## src/rtl/seq_pkg.sv

```systemverilog
// Shared definitions for the datapath sequencer: opcodes, ALU encoding,
// FSM states and trap causes.
package seq_pkg;

  localparam logic [5:0] OP_ADD  = 6'h00;
  localparam logic [5:0] OP_SUB  = 6'h01;
  localparam logic [5:0] OP_AND  = 6'h02;
  localparam logic [5:0] OP_NOR  = 6'h03;
  localparam logic [5:0] OP_OR   = 6'h04;
  localparam logic [5:0] OP_SLT  = 6'h05;
  localparam logic [5:0] OP_ADDI = 6'h06;
  localparam logic [5:0] OP_SUBI = 6'h07;
  localparam logic [5:0] OP_ANDI = 6'h08;
  localparam logic [5:0] OP_ORI  = 6'h09;
  localparam logic [5:0] OP_SLTI = 6'h0A;
  localparam logic [5:0] OP_HALT = 6'h3F;

  // ALU operation encoding, shared with the datapath
  typedef enum logic [2:0] {
    ALU_ADD = 3'd0,
    ALU_SUB = 3'd1,
    ALU_AND = 3'd2,
    ALU_NOR = 3'd3,
    ALU_OR  = 3'd4,
    ALU_SLT = 3'd5
  } alu_op_t;

  typedef enum logic [2:0] {
    S_IDLE   = 3'd0,
    S_FETCH  = 3'd1,
    S_DECODE = 3'd2,
    S_EXEC   = 3'd3,
    S_WB     = 3'd4,
    S_HALT   = 3'd5,
    S_TRAP   = 3'd6
  } state_t;

  typedef enum logic [1:0] {
    TRAP_NONE     = 2'd0,
    TRAP_ILLEGAL  = 2'd1,
    TRAP_OVERFLOW = 2'd2
  } trap_cause_t;

endpackage

```

## src/rtl/instr_decode.sv

```systemverilog
// Combinational instruction decoder: splits a 32-bit instruction into
// datapath controls and flags halt / illegal encodings.
module instr_decode
  import seq_pkg::*;
#(
  parameter int RF_DEPTH = 4
) (
  input  logic [31:0] instr,
  output logic [2:0]  alu_op,
  output logic        src_imm,
  output logic [4:0]  rs,
  output logic [4:0]  rt,
  output logic [4:0]  wr,
  output logic [15:0] imm,
  output logic        is_halt,
  output logic        illegal
);

  localparam logic [5:0] RF_LIMIT = 6'(RF_DEPTH);

  logic [5:0] opcode;
  logic [4:0] f_rs, f_rt, f_rd;

  assign opcode = instr[31:26];
  assign f_rs   = instr[25:21];
  assign f_rt   = instr[20:16];
  assign f_rd   = instr[15:11];

  function automatic logic reg_bad(input logic [4:0] idx);
    return {1'b0, idx} >= RF_LIMIT;
  endfunction

  always_comb begin
    alu_op  = ALU_ADD;
    src_imm = 1'b0;
    rs      = f_rs;
    rt      = 5'd0;
    wr      = 5'd0;
    imm     = instr[15:0];
    is_halt = 1'b0;
    illegal = 1'b0;
    case (opcode)
      OP_ADD, OP_SUB, OP_AND, OP_NOR, OP_OR, OP_SLT: begin
        alu_op  = opcode[2:0];
        rt      = f_rt;
        wr      = f_rd;
        illegal = reg_bad(f_rs) || reg_bad(f_rt) || reg_bad(f_rd);
      end
      OP_ADDI, OP_SUBI, OP_ANDI, OP_ORI, OP_SLTI: begin
        src_imm = 1'b1;
        wr      = f_rt;
        illegal = reg_bad(f_rs) || reg_bad(f_rt);
        case (opcode)
          OP_ADDI: alu_op = ALU_ADD;
          OP_SUBI: alu_op = ALU_SUB;
          OP_ANDI: alu_op = ALU_AND;
          OP_ORI:  alu_op = ALU_OR;
          default: alu_op = ALU_SLT;
        endcase
      end
      OP_HALT: is_halt = 1'b1;
      default: illegal = 1'b1;
    endcase
  end

endmodule

```

## src/rtl/datapath_sequencer.sv

```systemverilog
// Multi-cycle control sequencer: byte-wise fetch, decode, exec and write-back
// for the 32-bit register/ALU datapath, with halt and trap states.
module datapath_sequencer
  import seq_pkg::*;
#(
  parameter int PC_W     = 8,
  parameter int RF_DEPTH = 4
) (
  input  logic            clk,
  input  logic            reset,
  input  logic            start,
  output logic            imem_rd,
  output logic [PC_W-1:0] imem_addr,
  input  logic [7:0]      imem_data,
  input  logic            imem_valid,
  output logic [2:0]      alu_op,
  output logic            src_imm,
  output logic [4:0]      rs_addr,
  output logic [4:0]      rt_addr,
  output logic [4:0]      wr_addr,
  output logic [15:0]     imm,
  input  logic            alu_overflow,
  output logic            rf_we,
  output logic [PC_W-1:0] pc,
  output logic            busy,
  output logic            retire,
  output logic            halted,
  output logic [1:0]      trap_cause,
  output state_t          dbg_state
);

  state_t      state, state_nxt;
  logic [1:0]  byte_cnt;
  logic [31:0] instr;

  logic [2:0]  d_alu_op;
  logic        d_src_imm, d_halt, d_illegal;
  logic [4:0]  d_rs, d_rt, d_wr;
  logic [15:0] d_imm;

  logic fetch_acc;
  logic ovf_trap;

  instr_decode #(.RF_DEPTH(RF_DEPTH)) u_decode (
    .instr   (instr),
    .alu_op  (d_alu_op),
    .src_imm (d_src_imm),
    .rs      (d_rs),
    .rt      (d_rt),
    .wr      (d_wr),
    .imm     (d_imm),
    .is_halt (d_halt),
    .illegal (d_illegal)
  );

  // Fetch handshake: imem_rd is held through FETCH; a byte transfers on
  // any cycle where imem_rd && imem_valid, otherwise address and count hold.
  assign fetch_acc = (state == S_FETCH) && imem_valid;
  assign imem_addr = pc + PC_W'(byte_cnt);

  // Only add/sub forms can overflow; alu_op is already registered here.
  assign ovf_trap = (state == S_WB) && alu_overflow &&
                    ((alu_op == ALU_ADD) || (alu_op == ALU_SUB));

  assign busy      = (state != S_IDLE) && (state != S_HALT) && (state != S_TRAP);
  assign halted    = (state == S_HALT);
  assign dbg_state = state;

  always_comb begin
    state_nxt = state;
    imem_rd   = 1'b0;
    rf_we     = 1'b0;
    retire    = 1'b0;
    case (state)
      S_IDLE:   if (start) state_nxt = S_FETCH;
      S_FETCH: begin
        imem_rd = 1'b1;
        if (imem_valid && (byte_cnt == 2'd3)) state_nxt = S_DECODE;
      end
      S_DECODE: begin
        if (d_halt)         state_nxt = S_HALT;
        else if (d_illegal) state_nxt = S_TRAP;
        else                state_nxt = S_EXEC;
      end
      S_EXEC:   state_nxt = S_WB;
      S_WB: begin
        if (ovf_trap) begin
          state_nxt = S_TRAP;
        end else begin
          rf_we     = 1'b1;
          retire    = 1'b1;
          state_nxt = S_FETCH;
        end
      end
      default:  state_nxt = state;
    endcase
  end

  always_ff @(posedge clk) begin
    if (reset) begin
      state      <= S_IDLE;
      pc         <= '0;
      byte_cnt   <= 2'd0;
      instr      <= 32'd0;
      trap_cause <= 2'(TRAP_NONE);
      alu_op     <= 3'd0;
      src_imm    <= 1'b0;
      rs_addr    <= 5'd0;
      rt_addr    <= 5'd0;
      wr_addr    <= 5'd0;
      imm        <= 16'd0;
    end else begin
      state <= state_nxt;
      if ((state == S_IDLE) && start) byte_cnt <= 2'd0;
      if (fetch_acc) begin
        instr    <= {instr[23:0], imem_data};
        byte_cnt <= byte_cnt + 2'd1;
      end
      if ((state == S_DECODE) && (state_nxt == S_EXEC)) begin
        alu_op  <= d_alu_op;
        src_imm <= d_src_imm;
        rs_addr <= d_rs;
        rt_addr <= d_rt;
        wr_addr <= d_wr;
        imm     <= d_imm;
      end
      if ((state == S_DECODE) && !d_halt && d_illegal) trap_cause <= 2'(TRAP_ILLEGAL);
      if (ovf_trap) trap_cause <= 2'(TRAP_OVERFLOW);
      if (retire) pc <= pc + PC_W'(4);
    end
  end

endmodule

```

## config.mk

```make
export PLATFORM = sky130hd
export DESIGN_NAME = datapath_sequencer
export DESIGN_NICKNAME = d
export VERILOG_FILES = /design/src/rtl/seq_pkg.sv /design/src/rtl/instr_decode.sv /design/src/rtl/datapath_sequencer.sv
export SDC_FILE = /design/constraint.sdc
export NUM_CORES = 1
export LEC_CHECK = 0
export ABC_CLOCK_PERIOD_IN_PS = 2500
export CORE_AREA = 4 4 84 125
export DETAILED_ROUTE_END_ITERATION = 8
export DIE_AREA = 0 0 88 129
export PLACE_DENSITY = 0.68
export SETUP_SLACK_MARGIN = 0.15
export SYNTH_ARGS = -nofsm -noshare
export SYNTH_HDL_FRONTEND = slang
export SYNTH_HIERARCHICAL = 1
export SYNTH_SLANG_ARGS = --single-unit
```

## constraint.sdc

```tcl
create_clock -name clk -period 2.5 [get_ports clk]
set_clock_uncertainty 0.15 [all_clocks]
set_input_delay 0.5 -clock clk [delete_from_list [all_inputs] [get_ports clk]]
set_output_delay 0.5 -clock clk [all_outputs]
set_load 0.01 [all_outputs]
```

### Yosys cells after proc, flatten, opt, wreduce, memory -nomap -nowiden

Cells that the tools add are included.
Widths: inputs -> output; s select.

* $add $sub $neg: 3
* multiplexer cells: 20
* reductions and logical operators: 23
* $lt $le $gt $ge: 3
* equal/unequal tests: 21

Operators with widths (count)
* $eq 6x3->1 const B: 4
* $eq 6x4->1 const B: 3
* $ge 5x3->1 const B: 3
* $mux 3: 5
* $pmux 3 s5: 1
* $eq 6x2->1 const B: 2
* $pmux 3 s4: 1
* $logic_and 1x1->1: 10
* $pmux 5 s2: 1
* $eq 3x2->1 const B: 3
* $add 8x2->8: 1
* $add 8x3->8 const B: 1
* $mux 2: 4
* $eq 3x1->1 const B: 2
* $eq 3x3->1 const B: 2
* $eq 6x1->1 const B: 1
* $eq 6x6->1 const B: 1
* $logic_not 3->1: 2
* $logic_not 6->1: 1
* $ne 3x3->1 const B: 2
* $pmux 3 s2: 1
* $reduce_or 6->1: 1
* $mux 1: 5
* $mux 5: 1
* 9 further kinds: 12

* flip-flop bits (word level): 82
* output and inout port bits: 61
* input bits: 13
* logic and storage cells: 82

### Longest topological paths before layout

Gate-level depths: netlist of the first run.

* depth in word-level cells: 9
* mapped depth: 9
* depth with buffers taken out: 6

### Modules after synthesis

Netlist of the first run, hierarchy kept.

Modules (own cells, without submodules)
* datapath_sequencer: sequential area each 1601.5 um^2, cells an instance 397, instances 1, area each 3199.3 um^2
* instr_decode: sequential area each 0.0 um^2, cells an instance 73, instances 1, area each 511.7 um^2

### Worst setup path before layout of the first run

No wires, ideal clock.

* path type: reg-to-reg
* start: reg instr[29]
* end: reg alu_op[0]
* clock period less this slack: 2.102 ns
* data required time: 2.218 ns
* path buffers: 3
* data arrival time: 1.820 ns
* library setup time: 0.132 ns
* stages on the path, launching flop included: 10
* setup slack: 0.398 ns
* cell sequence: dfxtp_1 > buf_6 > and4_2 > nand3_1 > inv_1 > or4b_1 > clkbuf_1 > clkbuf_1 > o21ai_0 > a21oi_1

* elaborated cells between the ends (all ways): 23
* those cells by class: eq/ne: 12; mux: 7; reduce/logical: 4

RTL lines
* start, declared: line datapath_sequencer.sv:34 `logic [31:0] instr;`
* start signal, assigned: line datapath_sequencer.sv:116 `instr <= {instr[23:0], imem_data};`
* $eq 6x6->1: line instr_decode.sv:42 `case (opcode)`
* $mux 1: line instr_decode.sv:42
* net d_halt: line datapath_sequencer.sv:37 `logic d_src_imm, d_halt, d_illegal;`
* $mux 3: line datapath_sequencer.sv:81 `if (d_halt) state_nxt = S_HALT;`
* $pmux 3 s5: line datapath_sequencer.sv:74 `case (state)`
* $eq 3x2->1: line datapath_sequencer.sv:119 `if ((state == S_DECODE) && (state_nxt == S_EXEC)) begin`
* $logic_and 1x1->1: line datapath_sequencer.sv:119
* end signal, assigned: line datapath_sequencer.sv:120 `alu_op <= d_alu_op;`
* end, declared: line datapath_sequencer.sv:16 `output logic [2:0] alu_op,`

The timed path passes the listed nets, and every way through them passes these cells.
A chain may end at the register's enable or synchronous reset.

### Worst setup path in the final report of the first run

* start: reg state[0], in the netlist dbg_state[0]
* end: out imem_rd

* cells in the longest elaborated chain, start to end: 2

RTL lines
* start, declared: line datapath_sequencer.sv:32 `state_t state, state_nxt;`
* start signal, assigned: line datapath_sequencer.sv:113 `state <= state_nxt;`
* $eq 3x1->1: line datapath_sequencer.sv:74
* $mux 1: line datapath_sequencer.sv:74
* end, declared: line datapath_sequencer.sv:12 `output logic imem_rd,`

Every way passes these cells.

==> impl_metrics.tcl, run 1 <==
set metrics [dict create \
    status "complete, no violations" \
    yosys.area.top_type "dfxtp_1" \
    via_per_inst 5.37 \
    initial_core_util_pct 39.9 \
    cts_tree "done" \
    synth_xor_xnor_area_share_pct 0.472 \
    area_growth_pct 25.9 \
    num_rows 43 \
    synth_mux_area_share_pct 0.877 \
    synth.most_common_cell "a21oi_1" \
    ant_nets 0 \
    drive_gt1_share_pct 9.13 \
    r2r_setup_slack_ns 0.29 \
    cap_violations 0 \
    setup_tns_ns 0 \
    cts_max_path_buffers 2 \
    rr_endpoint "imm[1]$_SDFFE_PP0P_" \
    seq_area_frac_synth_pct 43.2 \
    startpoint_type "flip-flop" \
    reg2reg_depth 7 \
    synthArstFlopShare_pct 0 \
    finalWirelength_mm 9.37 \
    grt_antenna_before_repair 0 \
    dpl.hpwl_mm 6.31 \
    portBuffers 71 \
    synth-seq-cells 80 \
    synthSimpleGateAreaFrac_pct 23.0 \
    num_vias 3306 \
    clockRootBuffer "clkbuf_16" \
    critPathMaxFanout 5 \
    cp-end-kind "output port" \
    critPathTopFamily "buffers and inverters" \
    yosysTopAreaCellShare_pct 43.2 \
    gp_congestion 0.832 \
    setup_viol 0 \
    cts.clk_slew.worst_paths_ns 0.06 \
    worstPathArrival_ns 1.58 \
    dp_cells 600 \
    crit_type "flip-flop to output port" \
    min_from "instr[21]$_SDFFE_PP0P_" \
    hold_class "flip-flop to flip-flop" \
    finalHoldViolCount 0 \
    hold-path-endpoint "instr[29]$_SDFFE_PP0P_" \
    min_period_ns 2.23 \
    syn-cell-area_um2 3710 \
    numClockSinks 80 \
    leakagePower_nw 1.58 \
    synth_top_family_by_area "simple AND/OR/NAND/NOR gates" \
    grt_overflow_total 0 \
    rr_startpoint "instr[29]$_SDFFE_PP0P_" \
    drtIter0Drc 212 \
    grt_start_max_net_pins 82 \
    slowest_stage "clkdlybuf4s50_1" \
    crit_buf_inv 2 \
    grt_pass1_wl_mm 15.6 \
    cp.required_ns 1.85 \
    dr.pass1.iters 4 \
    core_um2 9310 \
    fp.dieW_um 88 \
    post_cts_buffers 0 \
    hold_depth 2 \
    drcViolationCount 0 \
    routedWlPerCell_um 15.2 \
    yosys-top-cells-area "dfxtp_1, a21oi_1, nand2_1" \
    synth_common_cells "a21oi_1, dfxtp_1, nand2_1, nand3_1, o21ai_0" \
    syn_inst 470 \
    fmax_mhz 448 \
    timing.final.crit_share_pct 89.3 \
    dieArea_um2 11400 \
    avgSynthCellArea_um2 7.90 \
    final_max_slew_viol_count 0 \
    netlist-cell-type-count 47 \
    grt_use_total_pct 17.3 \
    worst_path_largest_cell_delay_ns 0.57 \
    synth_compound_area_share_pct 19.9 \
    stdcell_count 616 \
    worstSkewPairLatency_ns 0.33 \
    synth_edf_count 0 \
    vdd_ir_drop_max_v 0.000377 \
    synth_fa_ha_area_share_pct 0.674 \
    yosys_warnings 6 \
    final_nets 514 \
    rsz0062_at_grt "yes" \
    grt_pass1_vias 3193 \
    n_antenna_cell 0 \
    ctsHoldBuffers 0 \
    cp_cell_sequence "inv_1 -> nor3_1 -> clkdlybuf4s50_1" \
    ys.flop_type "dfxtp_1" \
    ios 74 \
    h-tree-depth 3 \
    die_y_um 129 \
    power_density_nw_per_um2 599 \
    cts_buffers 9 \
]
## how the worst max path moves through the flow
stage                                        from                endpoint  slack (ns)  cells after the start
after floorplan            instr[29]$_SDFFE_PP0P_  alu_op[0]$_SDFFE_PP0P_        0.40                      9
after global placement               alu_overflow                  retire        0.02                      4
after detailed placement             alu_overflow                  retire       0.009                      4
after CTS                 dbg_state[1]$_SDFF_PP0_                  halted        0.20                      4
after global routing       instr[29]$_SDFFE_PP0P_     imm[1]$_SDFFE_PP0P_        0.15                      7
final                     dbg_state[0]$_SDFF_PP0_                 imem_rd        0.27                      3
## worst reg2reg max path, stage by stage (launching register included)
cell and delay (ns):
dfxtp_2 0.38, and4_2 0.26, nand3_1 0.13, inv_1 0.14
or4b_1 0.51, buf_4 0.22, o21ai_0 0.19, a21oi_1 0.10
## cells in the final DEF (no fill, tap or decap), types with 3 or more instances in the layout
| cell | Yosys | final |
|---|---|---|
| a21oi_1 | 81 | 81 |
| and2_1 | 5 | 5 |
| buf_12 | 0 | 3 |
| buf_4 | 31 | 13 |
| clkbuf_16 | 0 | 9 |
| clkbuf_8 | 0 | 4 |
| clkdlybuf4s50_1 | 0 | 66 |
| dfxtp_1 | 80 | 79 |
| dlygate4sd2_1 | 0 | 3 |
| inv_1 | 8 | 8 |
| nand2_1 | 74 | 74 |
| nand2b_1 | 3 | 3 |
| nand3_1 | 41 | 41 |
| nor2_1 | 7 | 7 |
| nor3_1 | 9 | 9 |
| nor3b_1 | 5 | 4 |
| o21ai_0 | 38 | 38 |
| o31ai_1 | 8 | 8 |
| or4_1 | 3 | 3 |
## layout make-up
class	count	area, um^2
clock buffer	14	284
clock inverter	2	35.0
fill	923	4640
inverter	9	33.8
multi-input combinational	311	1700
sequential	80	1600
tap	112	140
timing repair buffer	88	873
## report_power, final
group / total [W] / switching (W) / internal [W]
clock network: 0.00137 / 0.000486 / 0.000880
logic: 0.000137 / 0.0000822 / 0.0000550
registers: 0.00129 / 0.00000922 / 0.00129
## sequential cells by signal (all words and copies together), names as in the netlist
name / cells
dbg_state: 3
alu_op: 3
wr_addr: 5
imm: 16
byte_cnt: 2
rt_addr: 5
instr: 32
src_imm: 1
trap_cause: 2
pc: 6
rs_addr: 5
## logic make-up (layout without fill, tap and decap cells)
logic type               Yosys count  in the layout
AND/OR/NAND/NOR                  168            168
AO/OA/AOI/OAI                    134            134
flip-flops                        80             80
buffers and inverters             80            113
multiplexers                       3              3
adder cells (fa/ha/maj)            2              2
XOR/XNOR                           2              2
other                              1              2
## stage by stage
stage          util [%]  power [W]  hold slack (ns)  area, um^2  setup WS (ns)
2_1_floorplan         -    0.00141            0.283        3710          0.398
3_3_place_gp       46.7    0.00146            0.310        4340         0.0218
3_5_place_dp       46.7    0.00146            0.314        4340        0.00946
4_1_cts            50.1    0.00283            0.322        4660          0.196
5_1_grt            50.2    0.00289            0.338        4670          0.147
6_report           50.2    0.00280            0.309        4670          0.267
## metal layers
layer | vias up | track usage, % | wire length, um
li1 | 1651 | - | -
met1 | 1562 | 20.4 | 3790
met2 | 77 | 29.9 | 4990
met3 | 16 | 3.91 | 374
met4 | 0 | 6.87 | 214
met5 | - | 0 | 0
## timing repair
action                     in CTS  in global routing
cloned                          0                  0
resized for setup               4                  3
setup endpoints to repair       3                 35
hold endpoints to repair        0                  0
Power figures use the tool's default switching activity.
==> run 2: changes to the inputs <==
Settings changed: ABC_CLOCK_PERIOD_IN_PS 2500 to 1900, CORE_AREA 4 4 84 125 to 2 2 82 123, DIE_AREA 0 0 88 129 to 0 0 84 125, PLACE_DENSITY 0.68 to 0.7, SLEW_MARGIN set to 10.
Clock period 2.5 ns to 1.9 ns, I/O delays scaled along.
==> impl_metrics.tcl, run 2 (same netlist as run 1, synthesis figures left out) <==
set metrics [dict create \
    cap_violations 0 \
    dieArea_um2 10500 \
    cts.clk_slew.worst_paths_ns 0.06 \
    dr.pass1.iters 4 \
    critPathMaxFanout 4 \
    n_antenna_cell 0 \
    rr_startpoint "instr[28]$_SDFFE_PP0P_" \
    clockRootBuffer "clkbuf_16" \
    die_y_um 125 \
    dp_cells 627 \
    area_growth_pct 41.0 \
    h-tree-depth 3 \
    p_seq_share_pct 45.7 \
    vdd_ir_drop_max_v 0.000493 \
    violations "setup timing" \
    status "complete, but fails checks" \
    startpoint "instr[28]$_SDFFE_PP0P_" \
    num_rows 44 \
    rsz0062_at_grt "yes" \
    num_vias 3495 \
    min_from "reset" \
    finalWirelength_mm 9.78 \
    final_cell_mix "a21oi_1, nand2_1, dfxtp_1, dlygate4sd2_1, nand3_1" \
    gp_congestion 0.874 \
    final_max_slew_viol_count 0 \
    fp.dieW_um 84 \
    switching_share_pct 23.1 \
    fin_area_um2 5230 \
    seqCellArea_um2 1620 \
    fmax_mhz 516 \
    dp_slack_ns -0.325 \
    drcViolationCount 0 \
    setup_viol 2 \
    ios 74 \
    final_nets 549 \
    utilization_pct 54.9 \
    dpl.hpwl_mm 6.42 \
    worstPathArrival_ns 2.01 \
    top_usage_layer "met2" \
    multi_input_area_um2 1880 \
    via_per_inst 5.34 \
    stdcell_count 654 \
    worstSkewPairLatency_ns 0.34 \
    portBuffers 71 \
    cp.required_ns 1.98 \
    cts_tree "done" \
    grt_pass1_vias 3253 \
    timing.final.crit_share_pct 102 \
    startpoint_type "flip-flop" \
    crit_type "flip-flop to flip-flop" \
    largest_reg_flops 32 \
    core_um2 9520 \
    drive_gt1_share_pct 25.8 \
    grt_use_total_pct 18.0 \
    dpl_cell_area_um2 4560 \
    grt_util_met3_pct 4.09 \
    fillers 871 \
    initial_core_util_pct 39.0 \
    numClockSinks 80 \
    finalPower_w 0.00371 \
    min_period_ns 1.94 \
    routedWlPerCell_um 15.0 \
    drtIter0Drc 212 \
    cts_buffers 9 \
    top_regs "instr (32), imm (16), pc (6)" \
    cp-end-kind "flip-flop" \
    hold_class "input port to flip-flop" \
    grt_antenna_before_repair 0 \
    top_register "instr" \
    ant_nets 0 \
    grt_overflow_total 0 \
    met2_usage_pct 32.0 \
    power.internal_w 0.00285 \
    grt_pass1_wl_mm 15.3 \
    grt_use_met1_pct 19.7 \
    grt_start_max_net_pins 72 \
    leakagePower_nw 2.30 \
    cts_max_path_buffers 2 \
    finalHoldViolCount 0 \
    fin_ws_ns -0.0367 \
    p_sw_w 0.000859 \
    p_comb_share_pct 5.9 \
    clkPwrFrac_pct 48.4 \
    power_density_nw_per_um2 710 \
]
[run 2: cell count changes in the layout (fill, tap and decap cells not counted), moves of 6 or more]
| cell | previous run | this run |
|---|---|---|
| a21oi_1 | 81 | 74 |
| a21oi_2 | 0 | 7 |
| buf_12 | 3 | 9 |
| buf_4 | 13 | 32 |
| buf_6 | 1 | 10 |
| clkdlybuf4s50_1 | 66 | 10 |
| dfxtp_1 | 79 | 68 |
| dfxtp_2 | 1 | 10 |
| dlygate4sd2_1 | 3 | 38 |
| dlymetal6s2s_1 | 1 | 16 |
| o21ai_0 | 38 | 2 |
| o21ai_1 | 0 | 18 |
| o21ai_2 | 0 | 18 |
[run 2: per-stage QoR]
step,hold slack [ns],TNS [ns]
after floorplan,0.288,-1.36
after global routing,0.234,-0.807
after detailed placement,0.310,-2.38
after CTS,0.213,-0.0386
final,0.225,-0.0427
after global placement,0.306,-1.72
[run 2: power groups by stage]
stage	clock network (W)	registers (W)	logic [W]
after floorplan	0	0.00174	0.000125
after CTS	0.00183	0.00170	0.000207
after global routing	0.00190	0.00170	0.000237
final	0.00180	0.00170	0.000220
after global placement	0	0.00174	0.000191
after detailed placement	0	0.00174	0.000194
[run 2: routing by layer]
layer / share of wire [%] / vias up / wire length, um
met2: 53 / 104 / 5190
met3: 4.8 / 33 / 471
met1: 38 / 1626 / 3760
met4: 3.6 / 0 / 357
met5: 0 / - / 0
li1: - / 1732 / -
[run 2: what timing repair did]
item | CTS | global route
setup endpoints to repair | 84 | 64
buffers inserted | 4 | 5
gates cloned | 0 | 2
pin swaps | 3 | 13
gates resized for setup | 101 | 67
hold buffers | 0 | 0
[run 2: critical path, stage by stage (launching register included)]
cell	delay [ns]
dfxtp_4	0.37
buf_6	0.10
and2b_2	0.23
nand3b_4	0.08
a32o_2	0.30
clkinv_4	0.11
o31a_1	0.25
o31a_1	0.23
[run 2: area by class of cell]
class                           count  share of cell area (%)
Clock buffer                       10                    4.57
Clock inverter                      6                    1.46
Inverter                            9                   0.741
Multi-Input combinational cell    311                    35.9
Sequential cell                    80                    31.0
Tap cell                          115                    2.75
Timing Repair Buffer              123                    23.6
[run 2: path summary, 6_finish.rpt]
kind | to | slack [ns] | cells after the start
worst max register to register | dbg_state[0]$_SDFF_PP0_ | -0.04 | 7
worst min-delay path | pc[5]$_SDFFE_PP0P_ | 0.22 | 2
worst max-delay path | dbg_state[0]$_SDFF_PP0_ | -0.04 | 7
worst min register to register | rt_addr[3]$_SDFFE_PP0P_ | 0.31 | 2
